`config.mk`:
```
export PLATFORM = sky130hd
export DESIGN_NAME = kb_event_sched
export DESIGN_NICKNAME = d
export VERILOG_FILES = /design/src/rtl/kb_pkg.sv /design/src/rtl/kb_char_fifo.sv /design/src/rtl/kb_event_sched.sv
export SDC_FILE = /design/constraint.sdc
export NUM_CORES = 1
export LEC_CHECK = 0
export CORE_MARGIN = 8
export CORE_UTILIZATION = 56
export CTS_CLUSTER_DIAMETER = 50
export DETAILED_ROUTE_END_ITERATION = 16
export PLACE_DENSITY = 0.78
export SETUP_SLACK_MARGIN = 0.1
export SLEW_MARGIN = 25
export SYNTH_ARGS = -nofsm -noshare
export SYNTH_HDL_FRONTEND = slang
export SYNTH_SLANG_ARGS = --single-unit
export TNS_END_PERCENT = 20
```
`constraint.sdc`:
```
create_clock -name clk -period 3.4 [get_ports clk]
set_clock_uncertainty 0.05 [all_clocks]
set_input_delay 0.34 -clock clk [delete_from_list [all_inputs] [get_ports clk]]
set_output_delay 0.34 -clock clk [all_outputs]
set_load 0.1 [all_outputs]
```
`src/rtl/kb_pkg.sv`:
```
// kb_pkg: shared definitions for the keyboard event scheduler.
//   state_t      - fetch FSM encoding (IDLE, SETTLE, CAPTURE, POP)
//   ASCII_NONE   - lookup value meaning "no printable character"
//   HOLDOFF_DEF  - default interrupt hold-off in clk cycles
package kb_pkg;

  typedef enum logic [1:0] {
    ST_IDLE    = 2'd0,
    ST_SETTLE  = 2'd1,
    ST_CAPTURE = 2'd2,
    ST_POP     = 2'd3
  } state_t;

  localparam logic [7:0] ASCII_NONE  = 8'h00;
  localparam int         HOLDOFF_DEF = 3000;

endpackage

```
`src/rtl/kb_char_fifo.sv`:
```
// kb_char_fifo: DEPTH x 8 circular character queue.
//   clk, rst   - clock, synchronous active-high reset
//   push, din  - write request and character
//   pop        - read request (ignored when empty)
//   head_data  - registered head character, ASCII_NONE when empty
//   full/empty - occupancy flags, count - number of entries
// A push while full only succeeds if a pop frees the slot in the same cycle.
module kb_char_fifo
  import kb_pkg::*;
#(
  parameter int DEPTH = 4,
  localparam int AW = $clog2(DEPTH)
) (
  input  logic        clk,
  input  logic        rst,
  input  logic        push,
  input  logic [7:0]  din,
  input  logic        pop,
  output logic [7:0]  head_data,
  output logic        full,
  output logic        empty,
  output logic [AW:0] count
);

  logic [7:0]    mem [DEPTH];
  logic [AW-1:0] head, tail, head_nxt;
  logic [AW:0]   count_nxt;
  logic [7:0]    data_nxt;
  logic          pop_ok, push_ok;

  assign empty   = (count == '0);
  assign full    = (count == (AW+1)'(DEPTH));
  assign pop_ok  = pop && !empty;
  assign push_ok = push && (!full || pop_ok);

  // head_data is registered, so look ahead to what the head will be after
  // this cycle. If the new head is the slot being written right now, the
  // memory does not hold it yet and the incoming character is forwarded.
  always_comb begin
    head_nxt  = pop_ok ? head + AW'(1) : head;
    count_nxt = count + (AW+1)'(push_ok) - (AW+1)'(pop_ok);
    if (count_nxt == '0)
      data_nxt = ASCII_NONE;
    else if (push_ok && head_nxt == tail)
      data_nxt = din;
    else
      data_nxt = mem[head_nxt];
  end

  always_ff @(posedge clk) begin
    if (rst) begin
      head      <= '0;
      tail      <= '0;
      count     <= '0;
      head_data <= ASCII_NONE;
    end else begin
      if (push_ok) begin
        mem[tail] <= din;
        tail      <= tail + AW'(1);
      end
      head      <= head_nxt;
      count     <= count_nxt;
      head_data <= data_nxt;
    end
  end

endmodule

```
`src/rtl/kb_event_sched.sv`:
```
// kb_event_sched: drains the kb_code scan buffer one code at a time, keeps
// codes whose ASCII lookup is non-zero in a character queue, and raises a
// level interrupt once the queue has been non-empty for HOLDOFF cycles.
//   clk, Reset          - clock, synchronous active-high reset
//   kb_buf_empty        - scan buffer empty flag from kb_code
//   ascii_code          - lookup result for the current head scan code
//   rd_key_code         - one-cycle pop strobe back to kb_code
//   cpu_rd, cpu_clr     - processor pop pulse, overflow clear
//   cpu_data, q_count   - queue head character and occupancy
//   overflow            - sticky: a valid character was dropped
//   interrupt           - level interrupt to the processor
module kb_event_sched
  import kb_pkg::*;
#(
  parameter int DEPTH   = 4,
  parameter int HOLDOFF = HOLDOFF_DEF,
  parameter int CW      = 13
) (
  input  logic                     clk,
  input  logic                     Reset,
  input  logic                     kb_buf_empty,
  input  logic [7:0]               ascii_code,
  output logic                     rd_key_code,
  input  logic                     cpu_rd,
  input  logic                     cpu_clr,
  output logic [7:0]               cpu_data,
  output logic [$clog2(DEPTH):0]   q_count,
  output logic                     overflow,
  output logic                     interrupt
);

  state_t        state, state_nxt;
  logic [CW-1:0] hold;
  logic          push, ovf_set, q_full, q_empty;

  // Fetch sequencing. SETTLE gives the external lookup a cycle to follow the
  // new head scan code before CAPTURE samples it.
  always_comb begin
    state_nxt = state;
    push      = 1'b0;
    ovf_set   = 1'b0;
    unique case (state)
      ST_IDLE:    if (!kb_buf_empty) state_nxt = ST_SETTLE;
      ST_SETTLE:  state_nxt = ST_CAPTURE;
      ST_CAPTURE: begin
        state_nxt = ST_POP;
        if (ascii_code != ASCII_NONE) begin
          push = 1'b1;
          // A coincident processor read frees the slot, so no drop then.
          ovf_set = q_full && !cpu_rd;
        end
      end
      ST_POP:     state_nxt = ST_IDLE;
      default:    state_nxt = ST_IDLE;
    endcase
  end

  always_ff @(posedge clk) begin
    if (Reset) begin
      state       <= ST_IDLE;
      rd_key_code <= 1'b0;
      overflow    <= 1'b0;
      hold        <= '0;
    end else begin
      state       <= state_nxt;
      // Registered strobe that coincides with the POP state.
      rd_key_code <= (state_nxt == ST_POP);
      // Set has priority over clear.
      overflow    <= ovf_set | (overflow & ~cpu_clr);
      if (q_empty)
        hold <= '0;
      else if (hold != CW'(HOLDOFF))
        hold <= hold + CW'(1);
    end
  end

  // Decoded from flops only; drops in the same cycle q_count reaches zero.
  assign interrupt = (hold == CW'(HOLDOFF)) && !q_empty;

  kb_char_fifo #(.DEPTH(DEPTH)) u_fifo (
    .clk       (clk),
    .rst       (Reset),
    .push      (push),
    .din       (ascii_code),
    .pop       (cpu_rd),
    .head_data (cpu_data),
    .full      (q_full),
    .empty     (q_empty),
    .count     (q_count)
  );

endmodule

```
=== After elaboration in Yosys (flattened, before gate mapping) ===
Memories as Yosys holds them, arrays and structs flattened. A register that Yosys moved wholly into a read port is not among the register bits.
Cells that the tools add are included.
Widths: inputs -> output; s select.

* RAM bits: 32
* Input port bits: 13
* Logic and storage cells: 47
* Memories: 1
* Memory bits (read-only): 0
* Output and inout port bits: 14
* Latch bits: 0
* Register bits after elaboration: 24

{| class="wikitable"
|+ Memories
! memory !! depth !! bits a word !! read ports !! clocked after memory_dff !! wr ports !! RTL line !! source
|-
| u_fifo.mem || 4 || 8 || 1 || 1 || 1 || kb_char_fifo.sv:25 || <nowiki>logic [7:0] mem [DEPTH];</nowiki>
|}

* Add/subtract/negate cells: 5
* Reduce and logical (&&, ||, !) cells: 14
* Equality and inequality tests: 7
* $lt $le $gt $ge: 0
* Divide/modulo/power cells: 0
* $mul: 0
* Bitwise gates (word level): 3
* Muxes and demuxes: 10
* Shift operators: 0

{| class="wikitable"
|+ Operators with widths
! kind !! number
|-
| $add 13x1->13 const B || 1
|-
| $eq 13x12->1 const B || 1
|-
| $ne 13x12->1 const B || 1
|-
| $pmux 2 s4 || 1
|-
| $reduce_bool 8->1 || 1
|-
| $mux 1 || 7
|-
| $eq 2x2->1 const B || 3
|-
| $logic_not 3->1 || 2
|-
| $add 2x1->2 const B || 2
|-
| $logic_and 1x1->1 || 4
|-
| $mux 2 || 2
|-
| $reduce_or 2->1 || 2
|-
| $add 3x1->3 || 1
|-
| $eq 3x3->1 const B || 1
|-
| $logic_not 1->1 || 3
|-
| $sub 3x1->3 || 1
|-
| $eq 2x1->1 const B || 1
|-
| $logic_not 2->1 || 1
|-
| $and 1x1->1 || 1
|-
| $logic_or 1x1->1 || 1
|-
| $not 1->1 || 1
|-
| $or 1x1->1 || 1
|}

=== Logic depth before layout (Yosys ltp) ===
Gate-level depths: netlist of the first run.

* Depth after elaboration: 9
* Mapped depth: 13

=== By module ===
Synthesis of the first run repeated with hierarchy kept, for this count alone.

* Cell total of the unflattened synthesis: 297
* Area total of the unflattened synthesis: 3221.8 µm²

{| class="wikitable"
|+ By module, submodules not included
! module !! cells each !! instances !! area an instance (µm²)
|-
| kb_char_fifo || 208 || 1 || 2418.6
|-
| kb_event_sched || 89 || 1 || 803.3
|}

=== Least setup slack after synthesis of the first run ===
OpenSTA, ideal clock, no wires.

* Path type: reg-to-reg
* From: register u_fifo.count[1]
* To: register u_fifo.head_data[0], read port of u_fifo.mem
* Arrival time: 3229 ps
* Setup slack: 55 ps
* Period minus slack after synthesis: 3345 ps
* Stages on the path, launching flop included: 13
* Required time: 3283 ps
* Cell sequence: dfxtp_1 buf_6 nor4b_1 a211o_1 inv_1 ha_1 inv_1 fa_1 xor2_1 xnor2_1 a31oi_1 o41ai_1 a21oi_2

* Word-level cells in the longest chain between the ends: 9
* Elaborated cells on any way between the ends: 12
* Those cells by class: add/sub: 2; eq/ne: 1; mux: 1; reduce/logical: 8

{| class="wikitable"
|+ RTL lines
! what !! RTL line !! source
|-
| start: declaration || kb_char_fifo.sv:22 || <nowiki>output logic [AW:0] count</nowiki>
|-
| start signal: assignment || kb_char_fifo.sv:62 || <nowiki>count <= count_nxt;</nowiki>
|-
| $logic_not 3->1 || kb_char_fifo.sv:31 || <nowiki>assign empty = (count == '0);</nowiki>
|-
| $logic_not 1->1 || kb_char_fifo.sv:33 || <nowiki>assign pop_ok = pop && !empty;</nowiki>
|-
| $logic_and 1x1->1 || kb_char_fifo.sv:33 ||
|-
| $logic_or 1x1->1 || kb_char_fifo.sv:34 || <nowiki>assign push_ok = push && (!full || pop_ok);</nowiki>
|-
| $logic_and 1x1->1 || kb_char_fifo.sv:34 ||
|-
| $add 3x1->3 || kb_char_fifo.sv:41 || <nowiki>count_nxt = count + (AW+1)'(push_ok) - (AW+1)'(pop_ok);</nowiki>
|-
| $sub 3x1->3 || kb_char_fifo.sv:41 ||
|-
| $logic_not 3->1 || kb_char_fifo.sv:42 || <nowiki>if (count_nxt == '0)</nowiki>
|-
| $reduce_or 2->1 (no line) || - ||
|-
| end: declaration || kb_char_fifo.sv:19 || <nowiki>output logic [7:0] head_data,</nowiki>
|}

Parallel ways exist; a longest one is shown, timed or not.
A chain may end at the register's enable or synchronous reset.

=== Worst setup path in the final report of the first run ===
* From: input ascii_code[0]
* To: register u_fifo.head_data[1], read port of u_fifo.mem

* Word-level cells in the longest chain between the ends: 8

{| class="wikitable"
|+ RTL lines
! what !! RTL line !! source
|-
| start: declaration || kb_event_sched.sv:22 || <nowiki>input logic [7:0] ascii_code,</nowiki>
|-
| $reduce_bool 8->1 || kb_event_sched.sv:47 || <nowiki>if (ascii_code != ASCII_NONE) begin</nowiki>
|-
| $mux 1 || kb_event_sched.sv:47 ||
|-
| $mux 1 || kb_event_sched.sv:42 || <nowiki>unique case (state)</nowiki>
|-
| $logic_and 1x1->1 || kb_char_fifo.sv:34 ||
|-
| $add 3x1->3 || kb_char_fifo.sv:41 ||
|-
| $sub 3x1->3 || kb_char_fifo.sv:41 ||
|-
| $logic_not 3->1 || kb_char_fifo.sv:42 ||
|-
| $reduce_or 2->1 (no line) || - ||
|}

No other way between the ends.

==> results of run 1 <==
[synthesized netlist by cell type, types with 2 or more instances]
master    number  area [um^2]
dfxtp_1       32        640.6
edfxtp_1      32        960.9
nor2_1        25        93.84
nor3_1        17        85.08
or3_1         11        68.82
inv_1         10        37.54
ha_1           9        112.6
nand2_1        9        33.78
nand3b_1       9        67.56
a21oi_2        8        70.07
a22o_1         8        70.07
mux2_2         8        90.09
o221ai_1       8        70.07
o31ai_1        8        60.06
o41ai_1        8        70.07
xnor2_1        8        70.07
xor2_1         8        70.07
clkbuf_1       7        26.28
a21oi_1        6        30.03
buf_2          5        25.02
and2_1         4        25.02
buf_1          3        11.26
nand3_1        3        15.01
nand4_1        3        18.77
nor2b_1        3        18.77
nor4_1         3        18.77
buf_6          2        22.52
nand2b_1       2        12.51
o21ai_0        2        10.01
or2_2          2        12.51
[final timing paths]
check,startpoint,end,depth (start not counted)
worst max-delay path,ascii_code[0],u_fifo.head_data[1]$_SDFF_PP0_,13
worst min-delay path,hold[5]$_SDFFE_PP0P_,hold[5]$_SDFFE_PP0P_,2
worst max register to register,u_fifo.count[2]$_SDFF_PP0_,u_fifo.head_data[1]$_SDFF_PP0_,12
worst min register to register,hold[5]$_SDFFE_PP0P_,hold[5]$_SDFFE_PP0P_,2
[flip-flops by register name (all words and copies together), names as in the netlist]
signal	count
u_fifo.mem	32
hold	13
u_fifo.head_data	8
u_fifo.count	3
state	2
u_fifo.head	2
u_fifo.tail	2
overflow	1
rd_key_code	1
[final cells by class]
class	instances	share of cell area [%]
well taps	72	2.498
repair buffers	36	9.230
inverters	11	1.145
flip-flops and latches	64	44.45
clock inverters	3	0.4858
multi-input cells	185	36.57
clock buffers	13	5.621
[metrics by stage]
step                power (mW)  util, %  instance area (um^2)  worst slack, ps
floorplan                2.190        -                  3048            125.7
global placement         2.486    63.03                  3386            401.3
detailed placement       2.533    63.03                  3386            334.8
CTS                      3.232    67.13                  3606            661.6
global route             3.412    67.13                  3606            372.8
finish                   3.237    67.13                  3606            613.9
[cell families (layout without fill, tap and decap cells)]
logic type                 count (synthesis)  after routing  synth area share (%)
xor gates and xnor gates                  16             16                 4.600
muxes                                      9              9                 3.286
and+or+nand+nor                           96             96                 16.71
DFF                                       64             64                 52.57
AOI/OAI and AO/OA                         54             54                 14.33
adders and majority gates                 10             10                 4.353
buffers and inverters                     28             63                 4.148
[power by group]
part	internal [mW]	switching [mW]	leakage, nW
Combinational	0.520	1.02	0.552
Clock	0.396	0.296	0.111
Sequential	0.915	0.0885	0.550
Total	1.83	1.41	1.21
[worst register-to-register path, delay by kind of cell, from the launching register on]
| family | cells | cell delay, ps |
|---|---|---|
| adder cells (fa/ha/maj) | 2 | 370 |
| AO/OA/AOI/OAI | 4 | 660 |
| buffers and inverters | 3 | 320 |
| AND/OR/NAND/NOR | 1 | 460 |
| flip-flops | 1 | 520 |
| XOR/XNOR | 2 | 280 |
[layer usage]
layer / global-route usage [%] / share of wire (%) / wire (um) / up-vias
li1: - / - / - / 1088
met1: 22.07 / 43 / 3017 / 1112
met2: 27.61 / 48 / 3387 / 96
met3: 3.990 / 5.8 / 409 / 20
met4: 10.58 / 2.9 / 202 / 0
met5: 0 / 0 / 0 / -
==> qor.tcl, run 1 <==
set qor(flow.area_growth_from_synthesis_pct) 18.36
set qor(cts_tree) {done}
set qor(yosysUniqueCellTypes) 44
set qor(die_width_um) 89.76
set qor(cts.clk_slew.worst_paths_ps) 80
set qor(rrSetupSlack_ps) 680
set qor(layout_commonest_cell) {edfxtp_1}
set qor(grt.total_usage_pct) 17.77
set qor(hold_path.class) {reg -> reg}
set qor(timing.critical_path.slowest_cell_delay_ps) 510
set qor(maxCapViolations) 0
set qor(grt_max_degree) 35
set qor(route.detailed.drc) 0
set qor(layout-drive-gt1-share_pct) 15.06
set qor(p_leak_nw) 1.212
set qor(die-height_um) 89.76
set qor(yosys_register_bits) 64
set qor(postCtsSetupBuffers) 0
set qor(synth-seq-area-share_pct) 52.57
set qor(kind_of_end_point_of_the_critical_path) {flop}
set qor(postSynth.topFlopCell) {edfxtp_1}
set qor(grt-ovfl-total) 0
set qor(synth_area_mm2) 0.003047
set qor(clock.fmax_ghz) 0.3589
set qor(slew_hr_pct) 34.12
set qor(drt-pass1-iter-count) 5
set qor(wirelength_mm) 7.017
set qor(setup_tns_ps) 0
set qor(ir_drop_mv) 0.5032
set qor(worst-setup-path-type) {in -> reg}
set qor(regArea_mm2) 0.001603
set qor(final_net_count) 330
set qor(gp_congestion) 0.8220
set qor(maxSlewViolCount) 0
set qor(first_pass_grt_wire_length_mm) 11.43
set qor(run_status) {complete, no violations}
set qor(multiInputGateArea_mm2) 0.001319
set qor(clockBufferDepth) 2
set qor(timing.critical_path.slowest_stage_cell) {nor4_1}
set qor(floorplan.rows) 27
set qor(antenna-diode-count) 0
set qor(number_of_enable_flip_flop_cells_after_synthesis) 32
set qor(synth.avg_cell_area_um2) 11.00
set qor(number_of_nets_still_failing_antenna_checks_after_routing) 0
set qor(setup_violations) 0
set qor(numCtsBuffers) 9
set qor(clock_tree.root_cell) {clkbuf_8}
set qor(final_cell_mix) {32 x edfxtp_1, 31 x dfxtp_1, 25 x nor2_1, 25 x clkdlybuf4s50_1, 17 x nor3_1}
set qor(cts.htree.levels) 3
set qor(routed-via-count) 2316
set qor(timing_worst_slew_pin_value_ps) 985.1
set qor(cts_resized) 0
set qor(critical_path_buf_inv_count) 4
set qor(filler_cells) 421
set qor(timing.hold.ws_ps) 462.1
set qor(cts-hold-fix-buffers) 0
set qor(wl_per_instance_um) 18.27
set qor(share_of_flip_flops_with_an_asynchronous_set_or_reset_pct) 0
set qor(yosys_warnings) 0
set qor(timing.final.crit_share_pct) 81.94
set qor(design.portCount) 27
set qor(cp_data_required_time_ps) 3630
set qor(power_per_cell_area_mw_per_mm2) 897.8
set qor(final-instance-count-excl-fill) 384
set qor(worstPathArrival_ps) 3010
set qor(dp_cells) 368
set qor(cpMostUsedCell) {inv_1}
set qor(postSynthNetCount) 300
set qor(core_mm2) 0.005371
set qor(start_kind) {input port}
set qor(final_hold_fails) 0
set qor(die_area_mm2) 0.008057
set qor(min_period_ps) 2786
set qor(drt-initial-drc-count) 234
set qor(number_of_sinks_driven_by_the_clock_tree) 64
set qor(critical_path.cell_chain) {clkdlybuf4s50_1, nor4_1, a211o_1, inv_1, ha_1, inv_1, fa_1, xor2_1, xnor2_1, a31oi_1, buf_4, o41ai_1, a21oi_2}
set qor(detail_route.vias_per_cell) 6.031
set qor(hpwl_mm) 4.627
set qor(worst-path-max-fanout) 8
set qor(rsz0062_at_grt) {no}
set qor(antenna_found_initial) 0
set qor(first_global_vias) 2275
set qor(path_delay_family) {buffers and inverters}
set qor(synth_cells) 277
set qor(clock_latency_ps) 340
set qor(io_buffers) 26
set qor(starting_density_pct) 56.72
Note: power is estimated with default switching activity, not from simulation.
==> run 2, diff against run 1 <==
--- a/config.mk
+++ b/config.mk
@@ -6,10 +6,10 @@
 export NUM_CORES = 1
 export LEC_CHECK = 0
 export CORE_MARGIN = 8
-export CORE_UTILIZATION = 56
+export CORE_UTILIZATION = 52
 export CTS_CLUSTER_DIAMETER = 50
 export DETAILED_ROUTE_END_ITERATION = 16
-export PLACE_DENSITY = 0.78
+export PLACE_DENSITY = 0.76
 export SETUP_SLACK_MARGIN = 0.1
 export SLEW_MARGIN = 25
 export SYNTH_ARGS = -nofsm -noshare
==> constraint.sdc (replaced) <==
create_clock -name clk -period 2.4 [get_ports clk]
set_clock_uncertainty 0.05 [all_clocks]
set_input_delay 0.24 -clock clk [delete_from_list [all_inputs] [get_ports clk]]
set_output_delay 0.24 -clock clk [all_outputs]
set_load 0.1 [all_outputs]
==> qor.tcl, run 2 (synthesis results as in run 1) <==
set qor(maxSlewViolCount) 0 ;# unchanged
set qor(detail_route.vias_per_cell) 5.754 ;# -4.6%
set qor(drt-initial-drc-count) 172 ;# -26%
set qor(core_mm2) 0.005781 ;# +7.6%
set qor(cp_data_required_time_ps) 2630 ;# -1000 ps
set qor(power_per_cell_area_mw_per_mm2) 1291 ;# +44%
set qor(totalPowerFinal_mw) 5.130 ;# +58%
set qor(wl_per_instance_um) 17.13 ;# -6.3%
set qor(layout-drive-gt1-share_pct) 32.35 ;# +17 points
set qor(r2r_start) {state[0]$_SDFF_PP0_}
set qor(rsz0062_at_grt) {yes}
set qor(critPathLaunch) {state[0]$_SDFF_PP0_}
set qor(hold_path.class) {in -> reg}
set qor(grt.total_usage_pct) 16.85 ;# -0.92 points
set qor(layout_commonest_cell) {buf_4}
set qor(cts-hold-fix-buffers) 0 ;# unchanged
set qor(start_kind) {flop}
set qor(grt-ovfl-total) 0 ;# unchanged
set qor(slew_hr_pct) 72.20 ;# +38 points
set qor(layout_setup_ws_ps) -10.46 ;# -624.4 ps
set qor(gp_congestion) 0.7783 ;# -5.3%
set qor(kind_of_end_point_of_the_critical_path) {flop}
set qor(p_leak_nw) 1.447 ;# +19%
set qor(antenna_found_initial) 0 ;# unchanged
set qor(seq_power_share_pct) 27.4 ;# -3.6 points
set qor(final_hold_fails) 0 ;# unchanged
set qor(placement.setup.worst_slack_ps) -508.8 ;# -843.6 ps
set qor(drt-pass1-iter-count) 4 ;# -1
set qor(design.portCount) 27 ;# unchanged
set qor(run_status) {finished, violations left}
set qor(ir_drop_mv) 1.128 ;# +120%
set qor(routed-via-count) 2388 ;# +3.1%
set qor(total_switching_power_mw) 2.160 ;# +54%
set qor(numCtsBuffers) 9 ;# unchanged
set qor(power_frac_clock_pct) 17.8 ;# -3.6 points
set qor(clockBufferDepth) 2 ;# unchanged
set qor(clock_latency_ps) 350 ;# about the same
set qor(intPower_mw) 2.970 ;# +62%
set qor(setup_tns_ps) -10.46 ;# -10.46 ps
set qor(maxCapViolations) 0 ;# unchanged
set qor(dp_cells) 392 ;# +6.5%
set qor(io_buffers) 26 ;# unchanged
set qor(die-height_um) 92.55 ;# +3.1%
set qor(worstPathArrival_ps) 2640 ;# -370 ps
set qor(first_pass_grt_wire_length_mm) 11.26 ;# -1.5%
set qor(cts_tree) {done}
set qor(combPwrFrac_pct) 54.8 ;# +7.2 points
set qor(final-instance-count-excl-fill) 415 ;# +8.1%
set qor(worstHoldStart) {ascii_code[5]}
set qor(regArea_mm2) 0.001615 ;# +0.78%
set qor(final_cell_mix) {48 x buf_4, 32 x edfxtp_1, 27 x dfxtp_1}
set qor(starting_density_pct) 52.71 ;# -4.0 points
set qor(clock.fmax_ghz) 0.4149
set qor(cts.htree.levels) 3 ;# unchanged
set qor(final_net_count) 358 ;# +8.5%
set qor(first_global_vias) 2379 ;# +4.6%
set qor(worst-path-max-fanout) 8 ;# unchanged
set qor(failed_checks) {negative setup slack}
set qor(largest_reg_flops) 32 ;# unchanged
set qor(timing_worst_slew_pin_value_ps) 411.6 ;# -573.5 ps
set qor(wirelength_mm) 7.108 ;# +1.3%
set qor(die_area_mm2) 0.008565 ;# +6.3%
set qor(grt_max_degree) 35 ;# unchanged
set qor(setup_violations) 1 ;# +1
set qor(antenna-diode-count) 0 ;# unchanged
set qor(largest-register) {u_fifo.mem}
set qor(number_of_nets_still_failing_antenna_checks_after_routing) 0 ;# unchanged
set qor(filler_cells) 422 ;# +0.24%
set qor(number_of_sinks_driven_by_the_clock_tree) 64 ;# unchanged
set qor(floorplan.rows) 28 ;# +3.7%
set qor(clock_tree.root_cell) {clkbuf_8}
set qor(flow.area_growth_from_synthesis_pct) 30.39
set qor(multiInputGateArea_mm2) 0.001469 ;# +11%
set qor(worst-setup-path-type) {reg -> reg}
set qor(timing.final.crit_share_pct) 100.4
set qor(netSwitchingFraction_pct) 42.11 ;# -1.3 points
set qor(route.detailed.drc) 0 ;# unchanged
set qor(min_period_ps) 2410
set qor(hpwl_mm) 4.740 ;# +2.4%
set qor(largest_registers) {u_fifo.mem: 32 flops, hold: 13 flops, u_fifo.head_data: 8 flops}
set qor(timing.hold.ws_ps) 252.2 ;# -209.9 ps
set qor(cts.clk_slew.worst_paths_ps) 70 ;# about the same
set qor(die_width_um) 92.55 ;# +3.1%
-- run 2: cell count changes in the layout (fill, tap and decap cells not counted), sizes merged, moves of 4 or more --
cell,before,now
buf,11,52
dlygate4sd2,0,5
clkdlybuf4s50,25,3
dlymetal6s2s,0,4
-- run 2: cell type report --
type / instances / area share, %
Timing Repair Buffer: 64 / 14.20
Tap cell: 75 / 2.362
Multi-Input combinational cell: 185 / 36.98
Clock buffer: 12 / 3.654
Clock inverter: 4 / 1.102
Sequential cell: 64 / 40.66
Inverter: 11 / 1.039
-- run 2: per-stage QoR --
| step | util (%) | instance area (um^2) |
|---|---|---|
| 6_report | 68.72 | 3973 |
| 4_1_cts | 66.56 | 3847 |
| 5_1_grt | 68.72 | 3973 |
| 3_5_place_dp | 62.32 | 3602 |
| 2_1_floorplan | - | 3098 |
| 3_3_place_gp | 62.32 | 3602 |
-- run 2: per-layer routing --
metal  share of wire (%)  track usage [%]  up-vias
met4                 3.2            9.799        0
li1                    -                -     1140
met1                  42            19.58     1158
met2                  49            27.06       70
met3                 5.4            5.097       20
met5                   0                0        -
-- run 2: final timing paths --
kind	end	slack [ps]	cells after the start
min	u_fifo.mem[0][5]$_DFFE_PP_	250	2
max	u_fifo.head_data[3]$_SDFF_PP0_	-10	14
max reg2reg	u_fifo.head_data[3]$_SDFF_PP0_	-10	14
min reg2reg	hold[5]$_SDFFE_PP0P_	460	2
-- run 2: power by group through the flow --
stage	sequential [mW]	clock, mW	combinational (mW)
after floorplan	1.87	0	1.35
after global placement	1.41	0	2.37
after detailed placement	1.41	0	2.42
after CTS	1.39	0.920	2.60
after global routing	1.42	0.981	3.01
final	1.41	0.914	2.81
-- run 2: critical path, cell delays in order, from the launching register on --
cell and delay, ps:
dfxtp_2 320, inv_2 60, ha_4 130, inv_2 30, a211o_1 250, inv_2 80
ha_4 130, inv_2 30, fa_2 360, xor2_2 190, xnor2_2 160, a31oi_4 190
buf_12 150, o41ai_1 90, a21oi_2 100
-- run 2: what timing repair did --
action / 4_1_cts / 5_1_grt
buffers inserted: 2 / 5
pin swaps: 3 / 8
endpoints found under the setup margin: 8 / 9
gates resized for setup: 11 / 20
